--- src/rtl/mem_dmux_1m2s_pkg.sv ---
// Shared constants and types for the MemSplit32 one-master/two-slave demux.
package mem_dmux_1m2s_pkg;

    localparam logic [31:0] MEM_DMUX_S1_BASE_DEFAULT = 32'h8000_0000;
    localparam logic [31:0] MEM_DMUX_S1_MASK_DEFAULT = 32'hF000_0000;

    typedef enum logic {
        TGT_S0 = 1'b0,
        TGT_S1 = 1'b1
    } tgt_e;

    function automatic tgt_e decode_tgt(input logic [31:0] addr,
                                        input logic [31:0] base,
                                        input logic [31:0] mask);
        return ((addr & mask) == base) ? TGT_S1 : TGT_S0;
    endfunction

endpackage

--- src/rtl/mem_dmux_1m2s_if.sv ---
// MemSplit32 split-transaction bus: request/ack from the initiator, resp/rdata later.
interface MemSplit32;
    logic        req;
    logic        we;
    logic [31:0] addr;
    logic [3:0]  be;
    logic [31:0] wdata;
    logic        ack;
    logic        resp;
    logic [31:0] rdata;

    modport Master (output req, we, addr, be, wdata, input ack, resp, rdata);
    modport Slave  (input req, we, addr, be, wdata, output ack, resp, rdata);
endinterface

--- src/rtl/mem_dmux_1m2s_rd_tracker.sv ---
// Counts in-flight reads and remembers which slave owns them.
//   state | meaning
//   IDLE  | r_cnt == 0, no reads outstanding
//   RD_S0 | r_cnt  > 0, reads in flight on slave 0
//   RD_S1 | r_cnt  > 0, reads in flight on slave 1
module mem_dmux_rd_tracker
    import mem_dmux_1m2s_pkg::*;
#(
    parameter int MAX_OUTSTANDING = 4
) (
    input  logic clk_i,
    input  logic rst_i,
    input  logic i_rd_accept,
    input  tgt_e i_rd_tgt,
    input  logic i_resp,
    output logic o_busy,
    output logic o_full,
    output tgt_e o_owner
);
    localparam int CW = $clog2(MAX_OUTSTANDING + 1);
    localparam logic [CW-1:0] C_MAX = CW'(MAX_OUTSTANDING);

    logic [CW-1:0] r_cnt;
    tgt_e          r_tgt;
    logic          w_ret;

    // A response only counts when reads are outstanding; late ones after reset are dropped.
    assign w_ret = i_resp && (r_cnt != '0);

    always_ff @(posedge clk_i) begin
        if (!rst_i) begin
            r_cnt <= '0;
            r_tgt <= TGT_S0;
        end else begin
            if (i_rd_accept && (r_cnt == '0))
                r_tgt <= i_rd_tgt;
            if (i_rd_accept && !w_ret && (r_cnt != C_MAX))
                r_cnt <= r_cnt + 1'b1;
            else if (!i_rd_accept && w_ret)
                r_cnt <= r_cnt - 1'b1;
        end
    end

    assign o_busy  = (r_cnt != '0);
    assign o_full  = (r_cnt == C_MAX);
    assign o_owner = r_tgt;
endmodule

--- src/rtl/mem_dmux_1m2s.sv ---
// Address-decoded demux from one MemSplit32 master to two slaves with in-order read returns.
module mem_dmux_1m2s
    import mem_dmux_1m2s_pkg::*;
#(
    parameter logic [31:0] S1_BASE         = MEM_DMUX_S1_BASE_DEFAULT,
    parameter logic [31:0] S1_MASK         = MEM_DMUX_S1_MASK_DEFAULT,
    parameter int          MAX_OUTSTANDING = 4
) (
    input  logic      clk_i,
    input  logic      rst_i,
    MemSplit32.Slave  m,
    MemSplit32.Master s0,
    MemSplit32.Master s1
);
    tgt_e w_tgt;
    tgt_e w_owner;
    logic w_busy;
    logic w_full;
    logic w_fwd;
    logic w_sel0;
    logic w_sel1;
    logic w_rd_accept;
    logic w_resp_own;

    assign w_tgt = decode_tgt(m.addr, S1_BASE, S1_MASK);

    // Switching targets waits for the owner to drain so read data cannot reorder.
    assign w_fwd  = m.req && (!w_busy || ((w_tgt == w_owner) && (m.we || !w_full)));
    assign w_sel0 = w_fwd && (w_tgt == TGT_S0);
    assign w_sel1 = w_fwd && (w_tgt == TGT_S1);

    assign s0.req   = w_sel0;
    assign s0.we    = w_sel0 & m.we;
    assign s0.addr  = w_sel0 ? m.addr  : '0;
    assign s0.be    = w_sel0 ? m.be    : '0;
    assign s0.wdata = w_sel0 ? m.wdata : '0;

    assign s1.req   = w_sel1;
    assign s1.we    = w_sel1 & m.we;
    assign s1.addr  = w_sel1 ? m.addr  : '0;
    assign s1.be    = w_sel1 ? m.be    : '0;
    assign s1.wdata = w_sel1 ? m.wdata : '0;

    assign m.ack = (w_sel0 & s0.ack) | (w_sel1 & s1.ack);

    assign w_rd_accept = m.ack && !m.we;
    assign w_resp_own  = (w_owner == TGT_S1) ? s1.resp : s0.resp;

    assign m.resp  = w_busy & w_resp_own;
    assign m.rdata = !w_busy ? '0 : ((w_owner == TGT_S1) ? s1.rdata : s0.rdata);

    mem_dmux_rd_tracker #(
        .MAX_OUTSTANDING (MAX_OUTSTANDING)
    ) u_rd_tracker (
        .clk_i       (clk_i),
        .rst_i       (rst_i),
        .i_rd_accept (w_rd_accept),
        .i_rd_tgt    (w_tgt),
        .i_resp      (w_resp_own),
        .o_busy      (w_busy),
        .o_full      (w_full),
        .o_owner     (w_owner)
    );
endmodule

--- src/flat_wrapper.sv ---
// flat-port wrapper written by rule: the top's interface ports become plain ports
module mem_dmux_1m2s_flat import mem_dmux_1m2s_pkg::*;
#(
    parameter logic [31:0] S1_BASE         = MEM_DMUX_S1_BASE_DEFAULT,
    parameter logic [31:0] S1_MASK         = MEM_DMUX_S1_MASK_DEFAULT,
    parameter int          MAX_OUTSTANDING = 4
)
  (clk_i, rst_i, m_req, m_we, m_addr, m_be, m_wdata, m_ack, m_resp, m_rdata, s0_req, s0_we, s0_addr, s0_be, s0_wdata, s0_ack, s0_resp, s0_rdata, s1_req, s1_we, s1_addr, s1_be, s1_wdata, s1_ack, s1_resp, s1_rdata);
  MemSplit32 m_i ();
  MemSplit32 s0_i ();
  MemSplit32 s1_i ();
  input  logic clk_i;
  input  logic rst_i;
  input wire logic [$bits(m_i.req)-1:0] m_req;
  input wire logic [$bits(m_i.we)-1:0] m_we;
  input wire logic [$bits(m_i.addr)-1:0] m_addr;
  input wire logic [$bits(m_i.be)-1:0] m_be;
  input wire logic [$bits(m_i.wdata)-1:0] m_wdata;
  output wire logic [$bits(m_i.ack)-1:0] m_ack;
  output wire logic [$bits(m_i.resp)-1:0] m_resp;
  output wire logic [$bits(m_i.rdata)-1:0] m_rdata;
  output wire logic [$bits(s0_i.req)-1:0] s0_req;
  output wire logic [$bits(s0_i.we)-1:0] s0_we;
  output wire logic [$bits(s0_i.addr)-1:0] s0_addr;
  output wire logic [$bits(s0_i.be)-1:0] s0_be;
  output wire logic [$bits(s0_i.wdata)-1:0] s0_wdata;
  input wire logic [$bits(s0_i.ack)-1:0] s0_ack;
  input wire logic [$bits(s0_i.resp)-1:0] s0_resp;
  input wire logic [$bits(s0_i.rdata)-1:0] s0_rdata;
  output wire logic [$bits(s1_i.req)-1:0] s1_req;
  output wire logic [$bits(s1_i.we)-1:0] s1_we;
  output wire logic [$bits(s1_i.addr)-1:0] s1_addr;
  output wire logic [$bits(s1_i.be)-1:0] s1_be;
  output wire logic [$bits(s1_i.wdata)-1:0] s1_wdata;
  input wire logic [$bits(s1_i.ack)-1:0] s1_ack;
  input wire logic [$bits(s1_i.resp)-1:0] s1_resp;
  input wire logic [$bits(s1_i.rdata)-1:0] s1_rdata;
  assign m_i.req = m_req;
  assign m_i.we = m_we;
  assign m_i.addr = m_addr;
  assign m_i.be = m_be;
  assign m_i.wdata = m_wdata;
  assign m_ack = m_i.ack;
  assign m_resp = m_i.resp;
  assign m_rdata = m_i.rdata;
  assign s0_req = s0_i.req;
  assign s0_we = s0_i.we;
  assign s0_addr = s0_i.addr;
  assign s0_be = s0_i.be;
  assign s0_wdata = s0_i.wdata;
  assign s0_i.ack = s0_ack;
  assign s0_i.resp = s0_resp;
  assign s0_i.rdata = s0_rdata;
  assign s1_req = s1_i.req;
  assign s1_we = s1_i.we;
  assign s1_addr = s1_i.addr;
  assign s1_be = s1_i.be;
  assign s1_wdata = s1_i.wdata;
  assign s1_i.ack = s1_ack;
  assign s1_i.resp = s1_resp;
  assign s1_i.rdata = s1_rdata;
  mem_dmux_1m2s #(.S1_BASE(S1_BASE), .S1_MASK(S1_MASK), .MAX_OUTSTANDING(MAX_OUTSTANDING)) u_core (.clk_i(clk_i), .rst_i(rst_i), .m(m_i), .s0(s0_i), .s1(s1_i));
endmodule
--- config.mk ---
export PLATFORM = sky130hd
export DESIGN_NAME = mem_dmux_1m2s_flat
export DESIGN_NICKNAME = d
export VERILOG_FILES = /design/src/rtl/mem_dmux_1m2s_pkg.sv /design/src/rtl/mem_dmux_1m2s_if.sv /design/src/rtl/mem_dmux_1m2s_rd_tracker.sv /design/src/rtl/mem_dmux_1m2s.sv /design/src/flat_wrapper.sv
export SDC_FILE = /design/constraint.sdc
export NUM_CORES = 1
export LEC_CHECK = 0
export BUFFER_PORTS_ARGS = -buffer_cell sky130_fd_sc_hd__buf_4
export CORE_AREA = 2 2 121 123
export CTS_CLUSTER_SIZE = 8
export DETAILED_ROUTE_END_ITERATION = 7
export DIE_AREA = 0 0 123 125
export SYNTH_ARGS = -nofsm -noshare
export SYNTH_HDL_FRONTEND = slang
export SYNTH_SLANG_ARGS = --single-unit
export TNS_END_PERCENT = 20
--- constraint.sdc ---
create_clock -name clk_i -period 3.8 [get_ports clk_i]
set_clock_uncertainty 0.05 [all_clocks]
set_input_delay 0.76 -clock clk_i [delete_from_list [all_inputs] [get_ports clk_i]]
set_output_delay 0.76 -clock clk_i [all_outputs]
set_load 0.005 [all_outputs]
==> flow_summary.toml, run 1 <==
[timing]
fin_crit_ns = 3.377
drv_slew = 0
fin_crit_sh_pct = 88.86
setup_viol = 0
fmax_ghz = 0.2961
fin_tns_setup_ns = 0
slew_headroom_pct = 63.93
rsz0062_at_grt = "false"
hold_viol = 0
tightest_slew_ns = 0.5410

[clocking]
clock_latency_ns = 0.23
clock_path_buffers = 2
holdBufCountCts = 0
cts_htree_levels = 1
cts-root-buf = "clkbuf_16"
clk_pin_slew_worst_paths_ns = 0.03
numCtsBuffers = 3
cts_resized = 0
cts_sinks = 4
post-cts-setup-buffers = 0
cts_tree = "built"

[global_route]
busiest_layer = "met2"
grt_use_total_pct = 10.82
grt_start_max_net_pins = 67
grt_pass1_wl_um = 13180
gr-usage-met2_pct = 20.47
grt_pass1_vias = 2590
use_met3_pct = 2.509
use_met1_pct = 12.03
antenna_found_initial = 0
grt_overflow = 0

[placement]
gp_congestion = 0.7419
placed_cell_area_sq_mm = 0.004242
dp_hpwl_um = 7929
portBuffers = 310

[critical_path]
crit_path_start_kind = "input port"
critPathTopFamily = "simple AND/OR/NAND/NOR gates"
r2r_cells = 9
worstPathRequired_ns = 2.99
cp_num_buf_inv = 3
ff2ff_setup_slack_ns = 0.83
cp.arrival_ns = 2.57
path_cells = "buf_4, or4b_4, a211oi_4, buf_4, and2_1, buf_4"
reg2reg_from = "u_core.u_rd_tracker.r_cnt[0]"
critPathCaptureType = "output port"
slowest_delay_ns = 0.59
critical_path_class = "in2out"
rr_endpoint = "u_core.u_rd_tracker.r_cnt[2]"
cpMostUsedCell = "buf_4"
critPathMaxFanout = 66
cpMaxStageDelayCell = "or4b_4"

[floorplan]
rows = 44
ios = 314
core_sq_mm = 0.01420
die_h_um = 125
dieArea_sq_mm = 0.01538
die_w_um = 123
initial_core_util_pct = 12.22

[logic_synthesis]
synth_common_cells = "and2_1, mux2i_1, nor2_1, clkbuf_1, nand2_1"
synth_most_common_cell = "and2_1"
ys_async_sr_fraction_pct = 0
synth_top_cell_area_share_pct = 47.22
postSynthCellCount = 263
yosys_warnings = 0
yosys.area.top_type = "and2_1"
synth.area.top_cells = "and2_1, mux2i_1, nor2_1"
synth-seq-cells = 4
synth.cell_area_sq_mm = 0.001735
postSynthAreaPerCell_sq_um = 6.599
synth_edf_count = 0
yosysSeqAreaShare_pct = 4.614
yosysUniqueCellTypes = 27
synth-main-ff-cell = "dfxtp_1"

[finish]
antenna_cells = 0
drive_gt1_share_pct = 57.96
stdcell_area_sq_mm = 0.004317
finalNetCount = 702
areaGrowthSynthToFinish_pct = 148.7

[hold_path]
min_to = "u_core.u_rd_tracker.r_cnt[2]"
worst_hold_path_type = "reg2reg"
min_from = "u_core.u_rd_tracker.r_cnt[2]"
whs_path_depth = 2

[flow_run]
max_cap_viol_count = 0

[route]
viasPerCell = 3.781
via_count = 2809
wl_per_cell_um = 12.58
antenna_left = 0
drc = 0
first_pass_iters = 4
drt_iter0_markers = 99
drt_wl_total_um = 9344

[status]
run_status = "finished clean"

[power]
powerDensity_mw_per_mm2 = 310.3
ir_drop_uv = 175.3
leakagePower_nw = 2.297
[placed cells by master (no fill, tap or decap), drive strengths merged]
cell type,n
buf,315
and2,131
mux2i,37
nor2,33
nand2,8
and3,5
dfxtp,4
conb,3
clkbuf,3
or3,2
inv,2
nand2b,2
nor3,2
o21ai,2
a211oi,2
or4b,1
o31ai,1
a22o,1
nor2b,1
mux2,1
a21oi,1
a41o,1
fa,1
[area by class of cell]
cell class / instances / area, sq um
sequential: 4 / 81.33
timing repair buffer: 315 / 2365
inverter: 2 / 7.507
multi-input combinational: 235 / 1558
fill: 1570 / 9887
tap: 184 / 230.2
clock buffer: 3 / 75.07
[where the power goes]
part           switching [mW]  leakage, nW  internal, mW
combinational           0.475         2.23         0.621
sequential             0.0243       0.0332        0.0561
clock                  0.0295       0.0370         0.134
total                   0.528         2.30         0.811
[worst min-delay path, delay by kind of cell, from the launching register on]
kind	cells	cell delay, ns
DFF	1	0.32
and+or+nand+nor	1	0.06
muxes	1	0.06
[worst max path at each step]
stage	startpoint	to	slack (ns)	cells after the start
6_report	m_addr[28]	s1_wdata[8]	0.42	6
5_1_grt	m_addr[28]	s1_wdata[1]	0.34	6
4_1_cts	m_addr[28]	s1_wdata[8]	0.42	6
3_5_place_dp	m_addr[28]	u_core.u_rd_tracker.r_cnt[2]	0.30	10
3_3_place_gp	m_addr[28]	u_core.u_rd_tracker.r_cnt[2]	0.33	10
2_1_floorplan	m_addr[28]	u_core.u_rd_tracker.r_cnt[2]	0.50	9
[logic make-up after synthesis]
family,count (synthesis),synth area share (%)
other,1,0.2161
adder cells (fa/ha/maj),1,1.154
AO/OA/AOI/OAI,8,3.965
AND/OR/NAND/NOR,185,61.50
multiplexers,38,22.21
flip-flops,4,4.614
buffers and inverters,26,6.344
[registers in the layout, indices dropped and copies added (netlist names)]
signal                       flops
u_core.u_rd_tracker.r_cnt        3
u_core.u_rd_tracker.o_owner      1
[per-layer routing]
| layer | part of all wire [%] | wire length [um] |
|---|---|---|
| met1 | 36 | 3403 |
| met2 | 51 | 4772 |
| met3 | 12 | 1083 |
| met4 | 0.90 | 84 |
| met5 | 0 | 0 |
[through the flow]
step / total power [mW] / util [%] / hold WS, ns / worst slack (ns) / instances
2_1_floorplan: 0.5285 / - / 0.4020 / 0.4988 / 265
3_3_place_gp: 1.207 / 29.86 / 0.4347 / 0.3288 / 740
3_5_place_dp: 1.194 / 29.86 / 0.4377 / 0.3031 / 740
4_1_cts: 1.364 / 30.39 / 0.4471 / 0.4246 / 743
5_1_grt: 1.466 / 30.39 / 0.4720 / 0.3450 / 743
6_report: 1.339 / 30.39 / 0.4473 / 0.4232 / 743
Note: power is estimated with default switching activity, not from simulation.
==> run 2, diff against run 1 <==
- CORE_AREA: 2 2 121 123 -> 2 2 120 122
- DIE_AREA: 0 0 123 125 -> 0 0 122 124
- SYNTH_HIERARCHICAL: not set -> 1
==> run 2 against run 1 <==
Utilization up 2.2 points. First-iteration DRC count up 3.0%. Synthesized area up 12%. Non-clock buffer count unchanged. Synthesized cell count rose by 3.4%. Combinational power is 50% lower. Critical path type is now reg2out. Highest routed layer unchanged.
==> flow_summary.toml, run 2 <==
[logic_synthesis]
yosysUniqueCellTypes = 36
postSynthCellCount = 272
ys_async_sr_fraction_pct = 0
synth-seq-cells = 4
synth.cell_area_sq_mm = 0.001946
synth_most_common_cell = "and2_1"
synth-main-ff-cell = "dfxtp_1"
synth_common_cells = "and2_1, nor2b_1, mux2i_1, and2_4, clkbuf_1"
yosysSeqAreaShare_pct = 4.116
synth_edf_count = 0
synth_top_cell_area_share_pct = 39.55
postSynthAreaPerCell_sq_um = 7.153
yosys_warnings = 6
yosys.area.top_type = "and2_1"
synth.area.top_cells = "and2_1, mux2i_1, nor2b_1"

[finish]
final_core_util_pct = 32.58
stdcell_area_sq_mm = 0.004469
areaGrowthSynthToFinish_pct = 129.7
drive_gt1_share_pct = 59.01
antenna_cells = 0
finalNetCount = 709
largest_register_ffs = 3
layout_common_cells = "buf_4, and2_1, nor2b_1, mux2i_1, and2_4"
final_common_cell = "buf_4"
largest_register = "u_core/u_rd_tracker/r_cnt"
fin_cells = 746

[power]
leakagePower_nw = 2.333
total_power_mw = 0.7740
powerDensity_mw_per_mm2 = 173.2
ir_drop_uv = 132.2

[global_route]
grt_use_total_pct = 12.97
antenna_found_initial = 0
grt_overflow = 0
grt_start_max_net_pins = 69
grt_pass1_wl_um = 15030
grt_pass1_vias = 2787

[critical_path]
critical_path_class = "reg2out"
critPathMaxFanout = 68
critPathCaptureType = "output port"
worstPathRequired_ns = 2.99
crit_path_start_kind = "flop"
cp.arrival_ns = 2.42

[placement]
portBuffers = 310
dp_hpwl_um = 9409
gp_congestion = 0.8163
placed_cells = 743
placed_cell_area_sq_mm = 0.004394

[flow_run]
max_cap_viol_count = 0

[timing]
fin_crit_ns = 3.229
drv_slew = 0
fin_tns_setup_ns = 0
fmax_ghz = 0.3097
hold_viol = 0
tightest_slew_ns = 0.5430
rsz0062_at_grt = "false"
setup_viol = 0
slew_headroom_pct = 63.80
fin_crit_sh_pct = 84.96

[floorplan]
rows = 43
die_h_um = 124
dieArea_sq_mm = 0.01513
core_sq_mm = 0.01372
ios = 314
die_w_um = 122
initial_core_util_pct = 14.18

[route]
viasPerCell = 3.952
drc = 0
wl_per_cell_um = 14.83
drt_wl_total_um = 11060
drt_iter0_markers = 102
antenna_left = 0
first_pass_iters = 4
via_count = 2948

[clocking]
cts_htree_levels = 1
clock_path_buffers = 2
numCtsBuffers = 3
clock_latency_ns = 0.22
clk_pin_slew_worst_paths_ns = 0.03
cts-root-buf = "clkbuf_16"
holdBufCountCts = 0
post-cts-setup-buffers = 0
cts_sinks = 4
cts_tree = "built"
cts_resized = 0

[status]
run_status = "finished clean"

[hold_path]
worst_hold_path_type = "reg2reg"
[run 2: kinds of logic after synthesis]
| logic type | Yosys count | synth area share, % |
|---|---|---|
| AND/OR/NAND/NOR | 187 | 62.77 |
| multiplexers | 35 | 18.07 |
| AO/OA/AOI/OAI | 14 | 4.694 |
| flip-flops | 4 | 4.116 |
| XOR/XNOR | 2 | 0.9005 |
| buffers and inverters | 28 | 8.232 |
| adder cells (fa/ha/maj) | 1 | 1.029 |
| other | 1 | 0.1927 |
[run 2: worst paths after layout]
check                                                   from                           end  slack (ns)  depth (start not counted)
worst min-delay path            u_core/u_rd_tracker/r_cnt[0]  u_core/u_rd_tracker/r_cnt[0]        0.53                          2
worst min register to register  u_core/u_rd_tracker/r_cnt[0]  u_core/u_rd_tracker/r_cnt[0]        0.53                          2
worst max register to register  u_core/u_rd_tracker/r_cnt[0]  u_core/u_rd_tracker/r_cnt[2]        0.70                         13
worst max-delay path            u_core/u_rd_tracker/r_cnt[0]                         m_ack        0.57                          8
[run 2: metal layers]
layer | part of all wire (%) | global-route usage, %
met5 | 0 | 0
met4 | 1.7 | 4.023
met3 | 12 | 4.258
met2 | 50 | 23.01
met1 | 37 | 14.74
[run 2: final cells by class]
cell class                      count  area [sq um]
Fill cell                        1471          9250
Timing Repair Buffer              315          2365
Multi-Input combinational cell    242          1715
Tap cell                          180         225.2
Sequential cell                     4         81.33
Clock buffer                        3         75.07
Inverter                            2         7.507
[run 2: power breakdown]
group / switching [mW] / leakage, nW / internal (mW) / total (mW)
Clock: 0.0268 / 0.0370 / 0.134 / 0.161
Sequential: 0.0103 / 0.0330 / 0.0472 / 0.0576
Combinational: 0.209 / 2.26 / 0.346 / 0.555
Total: 0.246 / 2.33 / 0.528 / 0.774
[run 2: worst max-delay path, stage by stage (launching register included)]
cell and delay [ns]:
dfxtp_1 0.47, nor2_1 0.13, and2_1 0.18, nor2b_1 0.13
o21ai_1 0.22, and3b_2 0.23, buf_4 0.45, a22o_1 0.23
buf_4 0.12
[run 2: stage by stage]
stage,setup WS [ns],hold WS (ns)
global route,0.3249,0.5604
global placement,0.5846,0.5018
detailed placement,0.5791,0.5189
floorplan,0.6534,0.4304
finish,0.5715,0.5257
CTS,0.5601,0.5230
==> run 3, diff against run 2 <==
- clock period: 3.8 -> 3.1 ns (I/O delays scaled with it)
==> run 3 against run 2 <==
Combinational power rose by 27%. Register-to-register slack worse by 0.45 ns. Largest power group unchanged. Critical endpoint is now s1_we. Cell count rose by 0.40%. Clock power increased by 26%. Worst hold slack better by 0.083 ns. Wire length down 0.42%. Largest cell class unchanged.
==> flow_summary.toml, run 3 (synthesis results as in run 2) <==
[status]
run_status = "finished clean"

[power]
leakagePower_nw = 2.350
powerDensity_mw_per_mm2 = 216.0
ir_drop_uv = 100.6
total_power_mw = 0.9717

[global_route]
grt_start_max_net_pins = 69
grt_pass1_wl_um = 14890
grt_use_total_pct = 12.83
antenna_found_initial = 0
grt_pass1_vias = 2751
grt_overflow = 0

[critical_path]
critPathCaptureType = "output port"
cp.arrival_ns = 2.21
critical_path_class = "reg2out"
path_cells = "or3_1, o21ai_1, and3_2, buf_4, and2_1, buf_4"
slowest_delay_ns = 0.49
cp_num_buf_inv = 2
cpMostUsedCell = "buf_4"
rr_endpoint = "u_core/u_rd_tracker/r_cnt[2]"
r2r_cells = 10
ff2ff_setup_slack_ns = 0.25
critPathMaxFanout = 67
reg2reg_from = "u_core/u_rd_tracker/r_cnt[2]"
cpMaxStageDelayCell = "or3_1"
critPathTopFamily = "simple AND/OR/NAND/NOR gates"
worstPathRequired_ns = 2.43
crit_path_start_kind = "flop"

[floorplan]
rows = 43
dieArea_sq_mm = 0.01513
die_h_um = 124
initial_core_util_pct = 14.18
core_sq_mm = 0.01372
ios = 314
die_w_um = 122

[route]
drt_wl_total_um = 11010
drc = 0
antenna_left = 0
via_count = 2969
first_pass_iters = 4
wl_per_cell_um = 14.70
drt_iter0_markers = 107
viasPerCell = 3.964

[finish]
largest_register_ffs = 3
layout_common_cells = "buf_4, and2_1, nor2b_1, mux2i_1, and2_4"
final_common_cell = "buf_4"
final_core_util_pct = 32.80
drive_gt1_share_pct = 59.40
areaGrowthSynthToFinish_pct = 131.3
finalNetCount = 712
largest_register = "u_core/u_rd_tracker/r_cnt"
antenna_cells = 0

[timing]
fin_crit_sh_pct = 92.93
setup_viol = 0
hold_viol = 0
hold_ws_ns = 0.6087
drv_slew = 0
fin_tns_setup_ns = 0
fin_crit_ns = 2.881
rsz0062_at_grt = "false"
fmax_ghz = 0.3471

[flow_run]
max_cap_viol_count = 0

[placement]
portBuffers = 310
gp_congestion = 0.7970
dp_hpwl_um = 9442

[hold_path]
min_from = "rst_i"
worst_hold_path_type = "in2reg"
min_to = "u_core/u_rd_tracker/o_owner"
whs_path_depth = 2

[clocking]
clock_latency_ns = 0.23
cts_sinks = 4
clk_pin_slew_worst_paths_ns = 0.03
cts_tree = "built"
post-cts-setup-buffers = 0
cts-root-buf = "clkbuf_16"
cts_htree_levels = 1
clock_path_buffers = 2
numCtsBuffers = 3
[run 3: changes by cell type in the layout (fill, tap and decap cells not counted)]
cell / change
o21ai_1: -1
buf_6: +1
o21ai_2: +1
buf_4: +2
[run 3: worst reg2reg max path: cells and delay by family, from the launching register on]
family | cells | cell delay [ns]
simple gates | 5 | 1.36
flops | 1 | 0.37
compound gates | 4 | 0.55
fa+ha+maj | 1 | 0.41
[run 3: power breakdown]
group / internal, mW / total [mW] / switching (mW)
Sequential: 0.0579 / 0.0663 / 0.00848
Combinational: 0.437 / 0.703 / 0.266
Clock: 0.165 / 0.203 / 0.0379
Total: 0.659 / 0.972 / 0.312
[run 3: worst max path at each step]
stage                                 start                            to  slack [ns]  cells past startpoint
5_1_grt        u_core/u_rd_tracker/r_cnt[0]  u_core/u_rd_tracker/r_cnt[2]       0.007                     12
6_report       u_core/u_rd_tracker/r_cnt[2]                         s1_we        0.22                      6
4_1_cts        u_core/u_rd_tracker/r_cnt[2]                         s0_we        0.12                      6
3_3_place_gp                     m_addr[28]  u_core/u_rd_tracker/r_cnt[2]        0.18                     10
3_5_place_dp                     m_addr[28]  u_core/u_rd_tracker/r_cnt[2]        0.14                     10
2_1_floorplan  u_core/u_rd_tracker/r_cnt[0]  u_core/u_rd_tracker/r_cnt[2]        0.06                     15
[run 3: cell type report]
class                      instances  area (sq um)
multi-input combinational        242          1719
timing repair buffer             318          2391
clock buffer                       3         75.07
tap                              180         225.2
inverter                           2         7.507
fill                            1456          9220
sequential                         4         81.33
[run 3: metrics by stage]
stage,std cells,worst slack [ns],cell area [sq um]
after floorplan,274,0.06026,1953
after global placement,746,0.1813,4417
after detailed placement,746,0.1362,4417
after CTS,749,0.1248,4492
after global routing,749,0.007027,4499
final,749,0.2192,4499
[run 3: what timing repair did]
item	in CTS	in global routing
gates resized for setup	0	2
setup endpoints to repair	0	68
hold buffers	0	0
[run 3: layer usage]
metal  share of wire (%)  up-vias  track usage (%)  wire length, um
li1                    -     1453                -                -
met1                  37     1330            14.56             4047
met2                  51      180            23.53             5643
met3                  11        6            3.571             1198
met4                 1.1        0            3.448              124
met5                   0        -                0                0
